## src/rtl/led_pkg.sv

```systemverilog
`default_nettype none
// ============================================================================
// Module      : led_pkg
// Description : Shared types and helpers for the LED pattern sequencer
//               and related blink blocks.
// Revision    : 1.0 - initial release
// ============================================================================
package led_pkg;

    // Sequencer FSM state encoding
    typedef enum logic [1:0] {
        ST_IDLE = 2'd0,
        ST_LOAD = 2'd1,
        ST_RUN  = 2'd2,
        ST_DONE = 2'd3
    } led_state_e;

    // Default LED level when nothing is playing
    localparam logic LED_IDLE_LEVEL = 1'b0;

    // Terminal count of a 1 ms prescaler for a given clock frequency in Hz
    function automatic int unsigned tick_div(input int unsigned clock_frequency);
        return clock_frequency / 1000 - 1;
    endfunction

endpackage
`default_nettype wire

```

## src/rtl/led_ms_tick.sv

```systemverilog
`default_nettype none
// ============================================================================
// Module      : led_ms_tick
// Description : Millisecond prescaler. Counts 0..TICK_DIV and wraps; o_tick
//               is high in the terminal-count cycle. i_clear forces the count
//               back to zero so a new interval starts cycle-exact.
// Revision    : 1.0 - initial release
// ============================================================================
module led_ms_tick
    import led_pkg::*;
#(
    parameter int unsigned CLOCK_FREQUENCY = 27000000
) (
    input  logic clk,
    input  logic rst,
    input  logic i_clear,
    output logic o_tick
);

    localparam int unsigned TICK_DIV = tick_div(CLOCK_FREQUENCY);
    localparam int          CNT_W    = (TICK_DIV > 0) ? $clog2(TICK_DIV + 1) : 1;
    localparam logic [CNT_W-1:0] TICK_MAX = CNT_W'(TICK_DIV);

    logic [CNT_W-1:0] count_q;
    logic [CNT_W-1:0] count_d;

    assign o_tick = (count_q == TICK_MAX);

    // Next count: clear has priority, otherwise wrap at terminal count
    always_comb begin
        count_d = count_q + CNT_W'(1);
        if (i_clear || o_tick) begin
            count_d = '0;
        end
    end

    // Prescaler register
    always_ff @(posedge clk) begin
        if (rst) begin
            count_q <= '0;
        end else begin
            count_q <= count_d;
        end
    end

endmodule
`default_nettype wire

```

## src/rtl/led_pattern_sequencer.sv

```systemverilog
`default_nettype none
// ============================================================================
// Module      : led_pattern_sequencer
// Description : Plays a programmable table of (level, duration-ms) steps on
//               Led_out after a Start pulse, then returns to IDLE_LEVEL.
//               Optional macro LED_SEQ_REPEAT_EN adds a Repeat input that
//               loops the pattern instead of finishing.
// Revision    : 1.0 - initial release
// ============================================================================
module led_pattern_sequencer
    import led_pkg::*;
#(
    parameter int unsigned CLOCK_FREQUENCY = 27000000,
    parameter int          NUM_ENTRIES     = 8,
    parameter int          DUR_W           = 16,
    parameter logic        IDLE_LEVEL      = LED_IDLE_LEVEL,
    localparam int         IDX_W           = $clog2(NUM_ENTRIES)
) (
    input  logic             Clock,
    input  logic             Reset,
    input  logic             Start,
    input  logic             Stop,
    input  logic             Cfg_we,
    input  logic [IDX_W-1:0] Cfg_addr,
    input  logic             Cfg_level,
    input  logic [DUR_W-1:0] Cfg_duration,
`ifdef LED_SEQ_REPEAT_EN
    input  logic             Repeat,
`endif
    output logic             Busy,
    output logic             Done,
    output logic             Led_out,
    output logic             Tick_ms
);

    localparam logic [IDX_W-1:0] LAST_IDX = IDX_W'(NUM_ENTRIES - 1);

    led_state_e       state_q, state_d;
    logic [IDX_W-1:0] index_q, index_d;
    logic [DUR_W-1:0] remaining_q, remaining_d;
    logic             led_q, led_d;

    // Pattern table: MSB is the level, low bits are the duration
    logic [DUR_W:0]   pattern_q [NUM_ENTRIES];
    logic [DUR_W:0]   entry_rd;
    logic             repeat_req;

`ifdef LED_SEQ_REPEAT_EN
    assign repeat_req = Repeat;
`else
    assign repeat_req = 1'b0;
`endif

    assign entry_rd = pattern_q[index_q];
    assign Busy     = (state_q == ST_LOAD) || (state_q == ST_RUN);
    assign Done     = (state_q == ST_DONE);
    assign Led_out  = led_q;

    // Prescaler restarts in every LOAD so each step starts on a fresh ms
    led_ms_tick #(
        .CLOCK_FREQUENCY(CLOCK_FREQUENCY)
    ) u_ms_tick (
        .clk     (Clock),
        .rst     (Reset),
        .i_clear (state_q == ST_LOAD),
        .o_tick  (Tick_ms)
    );

    // Table writes are only honoured while idle; contents are never reset
    always_ff @(posedge Clock) begin
        if (Cfg_we && (state_q == ST_IDLE)) begin
            pattern_q[Cfg_addr] <= {Cfg_level, Cfg_duration};
        end
    end

    // Next-state, step index, remaining time and LED level
    always_comb begin
        state_d     = state_q;
        index_d     = index_q;
        remaining_d = remaining_q;
        led_d       = led_q;
        case (state_q)
            ST_IDLE: begin
                led_d = IDLE_LEVEL;
                if (Start) begin
                    state_d = ST_LOAD;
                    index_d = '0;
                end
            end
            ST_LOAD: begin
                if (entry_rd[DUR_W-1:0] == '0) begin
                    if (repeat_req) begin
                        index_d = '0;
                        state_d = ST_LOAD;
                    end else begin
                        state_d = ST_DONE;
                    end
                end else begin
                    led_d       = entry_rd[DUR_W];
                    remaining_d = entry_rd[DUR_W-1:0];
                    state_d     = ST_RUN;
                end
            end
            ST_RUN: begin
                if (Tick_ms) begin
                    remaining_d = remaining_q - DUR_W'(1);
                    if (remaining_q == DUR_W'(1)) begin
                        if (index_q != LAST_IDX) begin
                            index_d = index_q + IDX_W'(1);
                            state_d = ST_LOAD;
                        end else if (repeat_req) begin
                            index_d = '0;
                            state_d = ST_LOAD;
                        end else begin
                            state_d = ST_DONE;
                        end
                    end
                end
            end
            ST_DONE: begin
                led_d   = IDLE_LEVEL;
                state_d = ST_IDLE;
            end
            default: begin
                led_d   = IDLE_LEVEL;
                state_d = ST_IDLE;
            end
        endcase
        // Stop aborts from anywhere and beats a simultaneous Start
        if (Stop) begin
            state_d = ST_IDLE;
            led_d   = IDLE_LEVEL;
        end
    end

    // Control registers
    always_ff @(posedge Clock) begin
        if (Reset) begin
            state_q     <= ST_IDLE;
            index_q     <= '0;
            remaining_q <= '0;
            led_q       <= IDLE_LEVEL;
        end else begin
            state_q     <= state_d;
            index_q     <= index_d;
            remaining_q <= remaining_d;
            led_q       <= led_d;
        end
    end

endmodule
`default_nettype wire
```

## config.mk

```make
export PLATFORM = sky130hd
export DESIGN_NAME = led_pattern_sequencer
export DESIGN_NICKNAME = d
export VERILOG_FILES = /design/src/rtl/led_pkg.sv /design/src/rtl/led_ms_tick.sv /design/src/rtl/led_pattern_sequencer.sv
export SDC_FILE = /design/constraint.sdc
export NUM_CORES = 1
export LEC_CHECK = 0
export CAP_MARGIN = 20
export CORE_UTILIZATION = 40
export CTS_CLUSTER_DIAMETER = 40
export DETAILED_ROUTE_END_ITERATION = 16
export GPL_TIMING_DRIVEN = 0
export PLACE_DENSITY = 0.55
export SLEW_MARGIN = 20
export SYNTH_ARGS = -nofsm -noshare
export SYNTH_HDL_FRONTEND = slang
export SYNTH_HIERARCHICAL = 1
export SYNTH_SLANG_ARGS = --single-unit
```

## constraint.sdc

```tcl
create_clock -name Clock -period 5.7 [get_ports Clock]
set_clock_uncertainty 0.15 [all_clocks]
set_input_delay 0.855 -clock Clock [delete_from_list [all_inputs] [get_ports Clock]]
set_output_delay 0.855 -clock Clock [all_outputs]
set_load 0.05 [all_outputs]
```

# After elaboration in Yosys (flattened, before gate mapping)
# Memories as Yosys holds them, arrays and structs flattened. A register that Yosys moved wholly into a read port is not among the register bits.
# Cells that the tools add are included.
# classes
magnitude_cmp,0
n_addsub,3
n_eq_ne,11
n_shift,0
bitwise,0
n_reduce_logical,15
n_mul,0
div,0
n_mux,20
# ops
cell,n
$mux W16,2
$pmux W16 S2,1
$mux W3,6
$eq A16 B1 Y1 const B,1
$logic_not A16 Y1,1
$sub A16 B1 Y16 const B,1
$add A15 B1 Y15 const B,1
$eq A15 B15 Y1 const B,1
$mux W2,4
$pmux W2 S4,1
$ne A2 B1 Y1 const B,3
$pmux W3 S2,1
$reduce_and A3 Y1,2
$reduce_bool A2 Y1,3
$reduce_or A2 Y1,3
$reduce_and A5 Y1,1
$eq A2 B2 Y1 const B,2
$mux W1,4
$ne A2 B2 Y1 const B,2
$add A3 B1 Y3 const B,1
$ne A3 B3 Y1 const B,1
$eq A2 B1 Y1 const B,1
$logic_not A2 Y1,1
$logic_or A1 B1 Y1,2
3 further kinds,3
# word_totals
word_cells,55
rom_bits,0
ff_bits,37
ramBits,136
memories,1
output_inout_bits,4
latchBits,0
input_bits,25
# memory_table
name,depth,word_bits,rd,rd_clocked_by_memory_dff,wr,line_no,rtl
pattern_q,8,17,1,1,1,led_pattern_sequencer.sv:44,logic [DUR_W:0] pattern_q [NUM_ENTRIES];

# Longest topological paths before layout
# depth
depth_word,7
depth_mapped,11
depth_no_buf,9

# Modules after synthesis
# Netlist, hierarchy kept.
# by_module_without_submodules
module,instances,area_per_inst_um2,cells_each
led_pattern_sequencer,1,6824.0,409
led_ms_tick,1,679.4,78

# Least setup slack after synthesis
# Ideal clock, no wire load.
# synth_path
path_type,reg-to-reg
from,register u_ms_tick.count_q[9]
to,register (tool-made name)
path_stages_with_launch,9
arrival_time_ps,3357
synth_period_minus_slack_ps,3641
setup_time_ps,134
setup_slack_ps,2059
required_ps,5416
path_cell_list,dfxtp_1 or4_1 nor4_2 nand3_1 or4_4 a211oi_4 o21ai_2 a32oi_1 nor2_1
# synth_lines
element,line_no,rtl
from (decl),led_ms_tick.sv:24,logic [CNT_W-1:0] count_q;
from (signal assigned),led_ms_tick.sv:42,count_q <= count_d;

# Final worst setup path
# layout_path
from,register u_ms_tick.count_q[9]
to,output Tick_ms
# layout_between
elab_chain_cells,1
# layout_lines
element,line_no,rtl
$eq A15 B15 Y1,led_ms_tick.sv:27,assign o_tick = (count_q == TICK_MAX);
to (decl),led_pattern_sequencer.sv:33,output logic Tick_ms
# No other way between the ends.

==> impl_metrics.env <==
export IMPL_status="finished clean"
export IMPL_pin_count=29
export IMPL_htree_levels=4
export IMPL_setup_violations=0
export IMPL_finalHoldViolCount=0
export IMPL_cpLargestDelayFamily="simple AND/OR/NAND/NOR gates"
export IMPL_leakagePower_uw=0.00274
export IMPL_fillers=1550
export IMPL_p_sw_share_pct=23.7
export IMPL_antenna_found_initial=0
export IMPL_drt_initial_drc_count=281
export IMPL_drive_gt1_share_pct=18.1
export IMPL_cts_resized=0
export IMPL_ys_seq_elements=176
export IMPL_rsz0062_at_grt="false"
export IMPL_die_h_um=139
export IMPL_die_width_um=139
export IMPL_cts_made_buffers=17
export IMPL_intPower_uw=2090
export IMPL_syn_to_final_growth_pct=16.8
export IMPL_track_usage_pct=17.6
export IMPL_ys_types=59
export IMPL_pwr_density_cell_nw_per_um2=312
export IMPL_switchingPower_uw=648
export IMPL_gp_congestion=0.861
export IMPL_fp_row_count=49
export IMPL_dr_total_vias=4378
export IMPL_vias_per_cell=5.61
export IMPL_required_ns=4.70
export IMPL_relSlewSlack_pct=49.6
export IMPL_drv_slew=0
export IMPL_drv_cap=0
export IMPL_synth_area_um2=7500
export IMPL_regToRegSetupSlack_ns=2.19
export IMPL_min_period_ns=3.92
export IMPL_ctsHoldBuffers=0
export IMPL_syn_nets=521
export IMPL_drc_errors=0
export IMPL_post_cts_buffers=0
export IMPL_async_flop_share_pct=0
export IMPL_ir_drop_v=0.000236
export IMPL_cts_tree="built"
export IMPL_avgRoutedWirePerCell_um=20.2
export IMPL_cp_data_arrival_time_ns=2.91
export IMPL_port_buffers=28
export IMPL_gr_total_overflow=0
export IMPL_clkPwrFrac_pct=42.6
export IMPL_ant_nets=0
export IMPL_grt_pass1_wl_mm=25.2
export IMPL_ys_seq_area_share_pct=65.1
export IMPL_cp_slowest_cell="clkdlybuf4s50_1"
export IMPL_drt_wl_total_mm=15.7
export IMPL_layout_commonest_cell="edfxtp_1"
export IMPL_drt_pass1_iter_count=7
export IMPL_cp_max_fo=5
export IMPL_yosys_warnings=6
export IMPL_power_frac_seq_pct=52.0
export IMPL_fin_setup_tns_ns=0
export IMPL_antenna_cells=0
export IMPL_die_area_um2=19300
export IMPL_start_kind="flip-flop"
export IMPL_fin_total_pwr_uw=2740
export IMPL_core_area_um2=18100
export IMPL_grt_max_degree=19
export IMPL_critPathBufInv=1
export IMPL_ys_flop_type="edfxtp_1"
export IMPL_crit_chain="or4_1, nor4_2, clkdlybuf4s50_1"
export IMPL_clock_path_buffers=2
export IMPL_synth_avg_cell_area_um2=15.4
export IMPL_comb_power_share_pct=5.4
export IMPL_clock_latency_ns=0.44
export IMPL_dpl_hpwl_mm=10.6
export IMPL_mostFrequentLayoutCells="136 x edfxtp_1, 40 x dfxtp_1, 38 x nor2_1, 28 x clkdlybuf4s50_1"
export IMPL_synth_edf_count=136
export IMPL_path_clk_slew_ns=0.07
export IMPL_nNetsFinal=573
export IMPL_worst_slew_pin_slew_ns=0.756
export IMPL_clock_sinks=176
export IMPL_initial_core_util_pct=41.3
export IMPL_endpoint_kind="output port"
export IMPL_cts_root_buf="clkbuf_16"
export IMPL_postSynthCellCount=487
export IMPL_fin_crit_sh_pct=68.7
export IMPL_critical_path_class="flip-flop to output port"
export IMPL_hold_path_class="flip-flop to flip-flop"
export IMPL_cpPeakStageDelay_ns=0.93
export IMPL_fmax_mhz=255
export IMPL_grt_pass1_vias=4447
-- layer usage --
| layer | track usage, % | up-vias | part of all wire [%] |
|---|---|---|---|
| li1 | - | 2036 | - |
| met1 | 23.0 | 2206 | 45 |
| met2 | 28.8 | 117 | 49 |
| met3 | 3.83 | 19 | 4.5 |
| met4 | 6.55 | 0 | 1.7 |
| met5 | 0 | - | 0 |
-- per-stage QoR --
step	area, um2	util (%)	instances	setup WS [ns]	hold slack (ns)
after floorplan	7500	-	487	2.06	0.291
final	8760	48.3	781	1.78	0.328
after CTS	8760	48.3	781	1.77	0.333
after global placement	8070	44.5	744	1.14	0.311
after global routing	8760	48.3	781	1.67	0.369
after detailed placement	8170	45.0	749	2.22	0.312
-- power groups by stage --
| stage | clock, uW | sequential (uW) | combinational (uW) |
|---|---|---|---|
| after CTS | 1190 | 1420 | 149 |
| after global placement | 0 | 1450 | 139 |
| after floorplan | 0 | 1450 | 83.9 |
| final | 1160 | 1420 | 148 |
| after global routing | 1230 | 1420 | 163 |
| after detailed placement | 0 | 1450 | 148 |
-- cell usage after synthesis (2+ instances only) --
library cell / count / area share [%]
edfxtp_1: 136 / 54
xor2_1: 2 / 0.23
buf_6: 4 / 0.60
buf_12: 2 / 0.53
a31o_1: 2 / 0.23
nor4_1: 4 / 0.33
inv_1: 10 / 0.50
nand4_1: 8 / 0.67
xnor2_1: 11 / 1.3
o22ai_1: 3 / 0.25
nor3_1: 12 / 0.80
nand2b_1: 3 / 0.25
a21oi_2: 2 / 0.23
mux4_1: 8 / 2.8
nand3_1: 17 / 1.1
a21oi_1: 14 / 0.93
o21ai_0: 8 / 0.53
clkbuf_1: 7 / 0.35
dfxtp_1: 40 / 11
nand2_1: 24 / 1.2
nor2_1: 44 / 2.2
a31oi_1: 2 / 0.17
mux4_2: 26 / 7.8
nand3b_1: 4 / 0.40
nor4_2: 3 / 0.50
ha_1: 9 / 1.5
o311ai_1: 2 / 0.23
buf_2: 5 / 0.33
a32oi_1: 2 / 0.23
or3_1: 8 / 0.67
o311ai_0: 4 / 0.47
o31ai_1: 2 / 0.20
o21ai_1: 5 / 0.33
a32o_1: 2 / 0.27
mux2i_1: 26 / 3.5
or4_1: 2 / 0.20
or2_2: 2 / 0.17
-- area by class of cell --
class / instances / area, um2 / share of cell area (%)
Timing Repair Buffer: 33 / 329 / 3.76
Multi-Input combinational cell: 280 / 2470 / 28.2
Clock inverter: 15 / 169 / 1.93
Buffer: 21 / 163 / 1.86
Clock buffer: 17 / 425 / 4.85
Tap cell: 229 / 287 / 3.27
Sequential cell: 176 / 4880 / 55.7
Inverter: 10 / 37.5 / 0.428
-- logic make-up (layout without fill, tap and decap cells) --
| family | Yosys count | in the layout | synth area share [%] |
|---|---|---|---|
| DFF | 176 | 176 | 65.1 |
| muxes | 61 | 61 | 14.3 |
| and+or+nand+nor | 140 | 140 | 9.46 |
| buffers and inverters | 31 | 96 | 2.67 |
| xor gates and xnor gates | 13 | 13 | 1.52 |
| adders and majority gates | 9 | 9 | 1.50 |
| AOI/OAI and AO/OA | 57 | 57 | 5.50 |
-- worst paths after layout --
path	start	to	cells after the start
max	u_ms_tick/count_q[9]	Tick_ms	3
min	u_ms_tick/count_q[0]	u_ms_tick/count_q[0]	1
max reg2reg	flip-flop	Led_out	10
min reg2reg	u_ms_tick/count_q[0]	u_ms_tick/count_q[0]	1
-- state kept, by name (all words and copies together) (netlist names), named ones only --
| signal | count |
|---|---|
| remaining_q | 16 |
| index_q | 3 |
| pattern_q | 136 |
| state_q | 2 |
| u_ms_tick/count_q | 15 |
| Led_out | 1 |
No activity file was read; power rests on OpenSTA's default activity.
